===== config.mk =====
export PLATFORM = sky130hd
export DESIGN_NAME = key_event_gen
export DESIGN_NICKNAME = d
export VERILOG_FILES = /design/src/rtl/key_event_gen.sv
export SDC_FILE = /design/constraint.sdc
export NUM_CORES = 1
export LEC_CHECK = 0
export CAP_MARGIN = 10
export CELL_PAD_IN_SITES_DETAIL_PLACEMENT = 1
export CELL_PAD_IN_SITES_GLOBAL_PLACEMENT = 1
export CORE_AREA = 2 2 119 121
export DETAILED_ROUTE_END_ITERATION = 8
export DIE_AREA = 0 0 121 123
export PLACE_DENSITY = 0.91
export SLEW_MARGIN = 20
export SYNTH_ARGS = -nofsm -noshare
export SYNTH_HDL_FRONTEND = slang
export SYNTH_SLANG_ARGS = --single-unit

===== constraint.sdc =====
create_clock -name clk -period 4.9 [get_ports clk]
set_input_delay 0.735 -clock clk [delete_from_list [all_inputs] [get_ports clk]]
set_output_delay 0.735 -clock clk [all_outputs]
set_load 0.01 [all_outputs]

===== src/rtl/key_event_gen.sv =====
// Per-key button conditioner: two-flop synchroniser, debounce FSM, one-cycle
// press/release pulses and typematic auto-repeat press pulses while held.
module key_event_gen #(
  parameter int N_KEYS          = 4,
  parameter bit KEY_ACTIVE_LOW  = 1'b1,
  parameter int DEBOUNCE_CYCLES = 250000,
  parameter int REPEAT_DELAY    = 12500000,
  parameter int REPEAT_RATE     = 2500000
) (
  input  logic              clk,
  input  logic              rst,
  input  logic [N_KEYS-1:0] key_in,
  output logic [N_KEYS-1:0] key_level,
  output logic [N_KEYS-1:0] key_press,
  output logic [N_KEYS-1:0] key_release,
  output logic [N_KEYS-1:0] key_repeat
);

  localparam int CNT_MAX_A = (DEBOUNCE_CYCLES > REPEAT_DELAY) ? DEBOUNCE_CYCLES : REPEAT_DELAY;
  localparam int CNT_MAX   = (CNT_MAX_A > REPEAT_RATE) ? CNT_MAX_A : REPEAT_RATE;
  localparam int CNT_W     = (CNT_MAX > 1) ? $clog2(CNT_MAX) : 1;

  localparam logic [CNT_W-1:0] DEB_LAST = CNT_W'(DEBOUNCE_CYCLES - 1);
  localparam logic [CNT_W-1:0] DLY_LAST = CNT_W'(REPEAT_DELAY - 1);
  localparam logic [CNT_W-1:0] RPT_LAST = CNT_W'(REPEAT_RATE - 1);
  localparam logic [N_KEYS-1:0] SYNC_IDLE = {N_KEYS{KEY_ACTIVE_LOW}};

  typedef enum logic [2:0] {
    S_RELEASED,
    S_PRESS_WAIT,
    S_HELD,
    S_REPEAT,
    S_RELEASE_WAIT
  } state_t;

  logic [N_KEYS-1:0] sync1_q;
  logic [N_KEYS-1:0] sync2_q;
  logic [N_KEYS-1:0] raw;

  // Synchroniser idles at the released level so reset never looks like a press.
  always_ff @(posedge clk) begin
    if (rst) begin
      sync1_q <= SYNC_IDLE;
      sync2_q <= SYNC_IDLE;
    end else begin
      sync1_q <= key_in;
      sync2_q <= sync1_q;
    end
  end

  assign raw = KEY_ACTIVE_LOW ? ~sync2_q : sync2_q;

  for (genvar gi = 0; gi < N_KEYS; gi++) begin : g_ch
    state_t           state_q, state_d;
    logic [CNT_W-1:0] cnt_q, cnt_d;
    logic             press_q, press_d;
    logic             release_q, release_d;
    logic             level_q, level_d;
    logic             repeat_q, repeat_d;

    always_ff @(posedge clk) begin
      if (rst) begin
        state_q   <= S_RELEASED;
        cnt_q     <= '0;
        press_q   <= 1'b0;
        release_q <= 1'b0;
        level_q   <= 1'b0;
        repeat_q  <= 1'b0;
      end else begin
        state_q   <= state_d;
        cnt_q     <= cnt_d;
        press_q   <= press_d;
        release_q <= release_d;
        level_q   <= level_d;
        repeat_q  <= repeat_d;
      end
    end

    always_comb begin
      state_d   = state_q;
      cnt_d     = cnt_q;
      press_d   = 1'b0;
      release_d = 1'b0;
      unique case (state_q)
        S_RELEASED: begin
          if (raw[gi]) begin
            state_d = S_PRESS_WAIT;
            cnt_d   = '0;
          end
        end
        S_PRESS_WAIT: begin
          if (!raw[gi]) begin
            state_d = S_RELEASED;
            cnt_d   = '0;
          end else if (cnt_q == DEB_LAST) begin
            state_d = S_HELD;
            cnt_d   = '0;
            press_d = 1'b1;
          end else begin
            cnt_d = cnt_q + CNT_W'(1);
          end
        end
        S_HELD: begin
          if (!raw[gi]) begin
            state_d = S_RELEASE_WAIT;
            cnt_d   = '0;
          end else if (cnt_q == DLY_LAST) begin
            state_d = S_REPEAT;
            cnt_d   = '0;
            press_d = 1'b1;
          end else begin
            cnt_d = cnt_q + CNT_W'(1);
          end
        end
        S_REPEAT: begin
          if (!raw[gi]) begin
            state_d = S_RELEASE_WAIT;
            cnt_d   = '0;
          end else if (cnt_q == RPT_LAST) begin
            cnt_d   = '0;
            press_d = 1'b1;
          end else begin
            cnt_d = cnt_q + CNT_W'(1);
          end
        end
        S_RELEASE_WAIT: begin
          // A bounce back to pressed restarts the full repeat delay.
          if (raw[gi]) begin
            state_d = S_HELD;
            cnt_d   = '0;
          end else if (cnt_q == DEB_LAST) begin
            state_d   = S_RELEASED;
            cnt_d     = '0;
            release_d = 1'b1;
          end else begin
            cnt_d = cnt_q + CNT_W'(1);
          end
        end
        default: begin
          state_d = S_RELEASED;
          cnt_d   = '0;
        end
      endcase
      level_d  = (state_d == S_HELD) || (state_d == S_REPEAT) || (state_d == S_RELEASE_WAIT);
      repeat_d = (state_d == S_REPEAT);
    end

    assign key_press[gi]   = press_q;
    assign key_release[gi] = release_q;
    assign key_level[gi]   = level_q;
    assign key_repeat[gi]  = repeat_q;
  end

endmodule


# Yosys cells after proc, flatten, opt, wreduce, memory -nomap -nowiden

Index checks and enable logic that the tools add are counted.

Register bits after elaboration: 132
Word-level logic and storage cells: 195
Output and inout port bits: 16

Bitwise gates (word level): 5
Multiplexer cells: 100
$add $sub $neg: 4
Reductions and logical operators: 16
Eq/ne operators: 44

Operator list:

| kind                                                               | count |
|---|---|
| 24-bit 2-to-1 mux                                                  | 32 |
| 24-bit one-hot mux with 5 select lines                             | 4 |
| 24-bit by 1-bit adder with 24-bit output (second input constant)   | 4 |
| 24-bit by 18-bit == test with 1-bit output (second input constant) | 4 |
| 24-bit by 22-bit == test with 1-bit output (second input constant) | 4 |
| 24-bit == test (second input constant)                             | 4 |
| 3-bit 2-to-1 mux                                                   | 32 |
| 3-bit one-hot mux with 5 select lines                              | 4 |
| 3-bit by 2-bit == test with 1-bit output (second input constant)   | 16 |
| 3-bit == test (second input constant)                              | 8 |
| 1-bit 2-to-1 mux                                                   | 24 |
| 3-bit by 1-bit == test with 1-bit output (second input constant)   | 4 |
| 3-bit zero test                                                    | 4 |
| 1-bit one-hot mux with 3 select lines                              | 4 |
| 3-bit OR reduction                                                 | 4 |
| 1-bit logical OR                                                   | 8 |
| 2-bit inequality test (second input constant)                      | 4 |
| 1-bit NOT                                                          | 4 |
| 4-bit NOT                                                          | 1 |

# Logic depth before layout (Yosys ltp)

Depth in word-level cells: 7
Depth in mapped cells: 9

# Least setup slack after synthesis

Ideal clock, no wire load.

Path kind: flip-flop to flip-flop
Start: reg g_ch[0].cnt_q[4]
End: reg g_ch[0].cnt_q[20]
Cell stages (with the launch flop): 9
Clock period less this slack: 2699 ps
Data required time: 4775 ps
Arrival time: 2574 ps
Path slack: 2201 ps
Cells stage by stage: dfxtp_1 > or3b_1 > or4_1 > or4_1 > o21a_1 > a221o_1 > buf_6 > a22oi_1 > o31ai_1

Cells in the longest elaborated chain, start to end: 4

Ends and longest elaborated chain:

| item                                                                   | line | source |
|---|---|---|
| from (decl)                                                            | 55   | `logic [CNT_W-1:0] cnt_q, cnt_d;` |
| from (signal assigned)                                                 | 71   | `cnt_q <= cnt_d;` |
| 24-bit by 1-bit adder with 24-bit output, or another cell as far along | --   |  |
| 24-bit 2-to-1 mux, on equally long branches (2 in a row)               | --   |  |
| 24-bit one-hot mux with 5 select lines *                               | 84   | `unique case (state_q)` |

Mark *: on every way between the ends. The rest lies on a longest branch, timed or not.
A chain may end at the register's enable or synchronous reset.

# Final worst setup path

Start: reg g_ch[0].cnt_q[4]
End: reg g_ch[0].cnt_q[13]

Same word-level chain as after synthesis.

==> impl_metrics.tcl <==
set metrics [dict create \
    status "finished, final reports clean" \
    hold_violations 0 \
    yosys.cell_count.top_type "dfxtp_1" \
    fin_skew_ns 0.00653 \
    synth-async-reset-ratio_pct 0 \
    ant_nets 0 \
    hp-class "reg2reg" \
    crit_start "g_ch[0].cnt_q[4]$_SDFFE_PP0P_" \
    die_x_um 121 \
    cts.sinks 132 \
    wl_per_cell_um 18.8 \
    power.switching_mw 0.543 \
    clkLatencyLatePin_ns 0.42 \
    drt_wl_total_um 19000 \
    reg2reg_setup_slack_ns 1.64 \
    grt_antenna_before_repair 0 \
    syn_area_mm2 0.00663 \
    cts_tree "done" \
    yosys_most_used_dff "dfxtp_1" \
    reg2reg_from "g_ch[0].cnt_q[4]$_SDFFE_PP0P_" \
    grt_pass1_vias 6428 \
    start_kind "register" \
    p_int_mw 1.92 \
    pwr-share-seq_pct 44.1 \
    fp.dieH_um 123 \
    synth-seq-cells 132 \
    cts_buffers 17 \
    powerDensity_mw_per_mm2 331 \
    min_from "sync1_q[3]$_SDFF_PP1_" \
    grt_max_degree 34 \
    post_cts_buffers 0 \
    area_growth_pct 12.4 \
    synth.distinct_cells 65 \
    fin_setup_tns_ns 0 \
    swShare_pct 22.0 \
    diodes 0 \
    hold_end "sync2_q[3]$_SDFF_PP1_" \
    synth_area_leaders "dfxtp_1 40%, nor2_1 6.5%, nand2_1 4.5%" \
    yosysWarnings 0 \
    viasPerCell 6.15 \
    setup.worst_path.end_class "register" \
    drcViolationCount 0 \
    overflow 0 \
    clk_pin_slew_ns 0.06 \
    post-route-period-util_pct 66.6 \
    setup_viol 0 \
    grt_pass1_wl_um 31700 \
    leakage_nw 2.49 \
    power_frac_comb_pct 2.5 \
    drive_above_1_share_pct 6.63 \
    relSlewSlack_pct 37.3 \
    critical_path_class "reg2reg" \
    path_max_fanout 16 \
    fmax_ghz 0.306 \
    synth_fp_nets 830 \
    synth_edf_count 0 \
    synth_top_cell_by_area "dfxtp_1" \
    synth_top_area_share_pct 39.8 \
    reg2regPathDepth 7 \
    coreArea_mm2 0.0136 \
    yosysSeqAreaShare_pct 39.8 \
    avgSynthCellArea_um2 8.09 \
    cp.required_ns 5.18 \
    io_buffers 21 \
    hold_buffers 0 \
    slew_viol_final 0 \
    hold_depth 1 \
    clock_path_buffers 2 \
    dp_hpwl_um 12800 \
    start_util_pct 48.7 \
    ioPinCount 22 \
    power_mw 2.47 \
    nets 826 \
    yosys-top-cells-count "132 x dfxtp_1, 114 x nor2_1, 80 x nand2_1" \
    cts_resized 0 \
    synth_cells 820 \
    place_congestion 1.01 \
    drt_pass1_iterations 5 \
    rsz0062_at_grt "false" \
    drt_iter0_markers 534 \
    period_minus_slack_ns 3.26 \
    worst_slew_pin_slew_ns 0.934 \
    row_count 43 \
    drv_cap 0 \
    num_vias 6204 \
    reg2reg_to "g_ch[0].cnt_q[13]$_SDFFE_PP0P_" \
    cts_root_buffer "clkbuf_16" \
    worst-endpoint-arrival_ns 3.54 \
    htree_levels 4 \
    grt_use_total_pct 26.4 \
    die_area_mm2 0.0149 \
    p_clk_share_pct 53.4 \
    peakVddDrop_mv 0.270 \
]
final cells by class:
type	instances	area, um^2
Tap cell	180	225
Inverter	18	67.6
Sequential cell	132	2640
Fill cell	1636	6150
Clock buffer	19	453
Timing Repair Buffer	22	218
Clock inverter	13	156
Multi-Input combinational cell	625	3700
flip-flops by register name, summed over array words and instances (netlist names):
| signal | flops |
|---|---|
| g_ch.level_q | 4 |
| g_ch.repeat_q | 4 |
| sync2_q | 4 |
| g_ch.cnt_q | 96 |
| g_ch.release_q | 4 |
| sync1_q | 4 |
| g_ch.state_q | 12 |
| g_ch.press_q | 4 |
worst max-delay path: stages, from the launching register on:
cell and delay [ns]:
dfxtp_1 0.49, or3b_1 0.44, or4_1 0.48, or4_1 0.57, o21a_1 0.23, o21ai_0 0.22
a21o_1 0.51, o21ai_0 0.18
metrics by stage:
| step | utilization, % | area [um^2] | instances | hold slack (ns) | worst slack, ns |
|---|---|---|---|---|---|
| after floorplan | - | 6630 | 820 | 0.389 | 2.20 |
| after global placement | 50.3 | 6840 | 977 | 0.392 | 1.68 |
| after detailed placement | 50.3 | 6840 | 977 | 0.400 | 1.60 |
| after CTS | 54.7 | 7450 | 1009 | 0.416 | 1.54 |
| after global routing | 54.8 | 7460 | 1009 | 0.428 | 1.43 |
| final | 54.8 | 7460 | 1009 | 0.408 | 1.64 |
how the worst max path moves through the flow:
stage	to	slack, ns	cells past startpoint
CTS	g_ch[3].cnt_q[5]$_SDFFE_PP0P_	1.54	7
global placement	g_ch[2].cnt_q[7]$_SDFFE_PP0P_	1.68	7
detailed placement	g_ch[3].cnt_q[5]$_SDFFE_PP0P_	1.60	7
global route	g_ch[0].cnt_q[13]$_SDFFE_PP0P_	1.43	7
floorplan	g_ch[0].cnt_q[20]$_SDFFE_PP0P_	2.20	8
finish	g_ch[0].cnt_q[13]$_SDFFE_PP0P_	1.64	7
layer usage:
layer	global-route usage [%]	share of wire, %	vias up
met5	0	0	-
met4	11.0	1.8	0
met3	5.26	3.4	36
met2	45.8	50	153
met1	32.0	45	3098
li1	-	-	2917
power by group through the flow:
stage	clock [mW]	sequential (mW)	combinational, mW
final	1.32	1.09	0.0628
after global routing	1.39	1.09	0.0681
after CTS	1.33	1.09	0.0627
after detailed placement	0	1.11	0.0611
after global placement	0	1.11	0.0583
after floorplan	0	1.11	0.0455
kinds of logic after synthesis:
family | Yosys count | share of synthesized area, %
adders and majority gates | 4 | 0.754
AOI/OAI and AO/OA | 138 | 13.3
DFF | 132 | 39.8
buffers and inverters | 63 | 4.66
and+or+nand+nor | 426 | 33.8
xor gates and xnor gates | 55 | 7.26
muxes | 2 | 0.321
cell usage in the layout (no fill, tap or decap), types with 22 or more instances in the layout:
cell type | netlist | routed
nand4_1 | 25 | 25
nand3_1 | 42 | 42
nor2_1 | 114 | 114
a31oi_1 | 22 | 22
nand2_1 | 80 | 80
o21ai_0 | 25 | 24
xor2_1 | 31 | 31
nor3_1 | 24 | 24
xnor2_1 | 24 | 24
dfxtp_1 | 132 | 132
a21oi_1 | 36 | 35
Note: power is estimated with default switching activity, not from simulation.
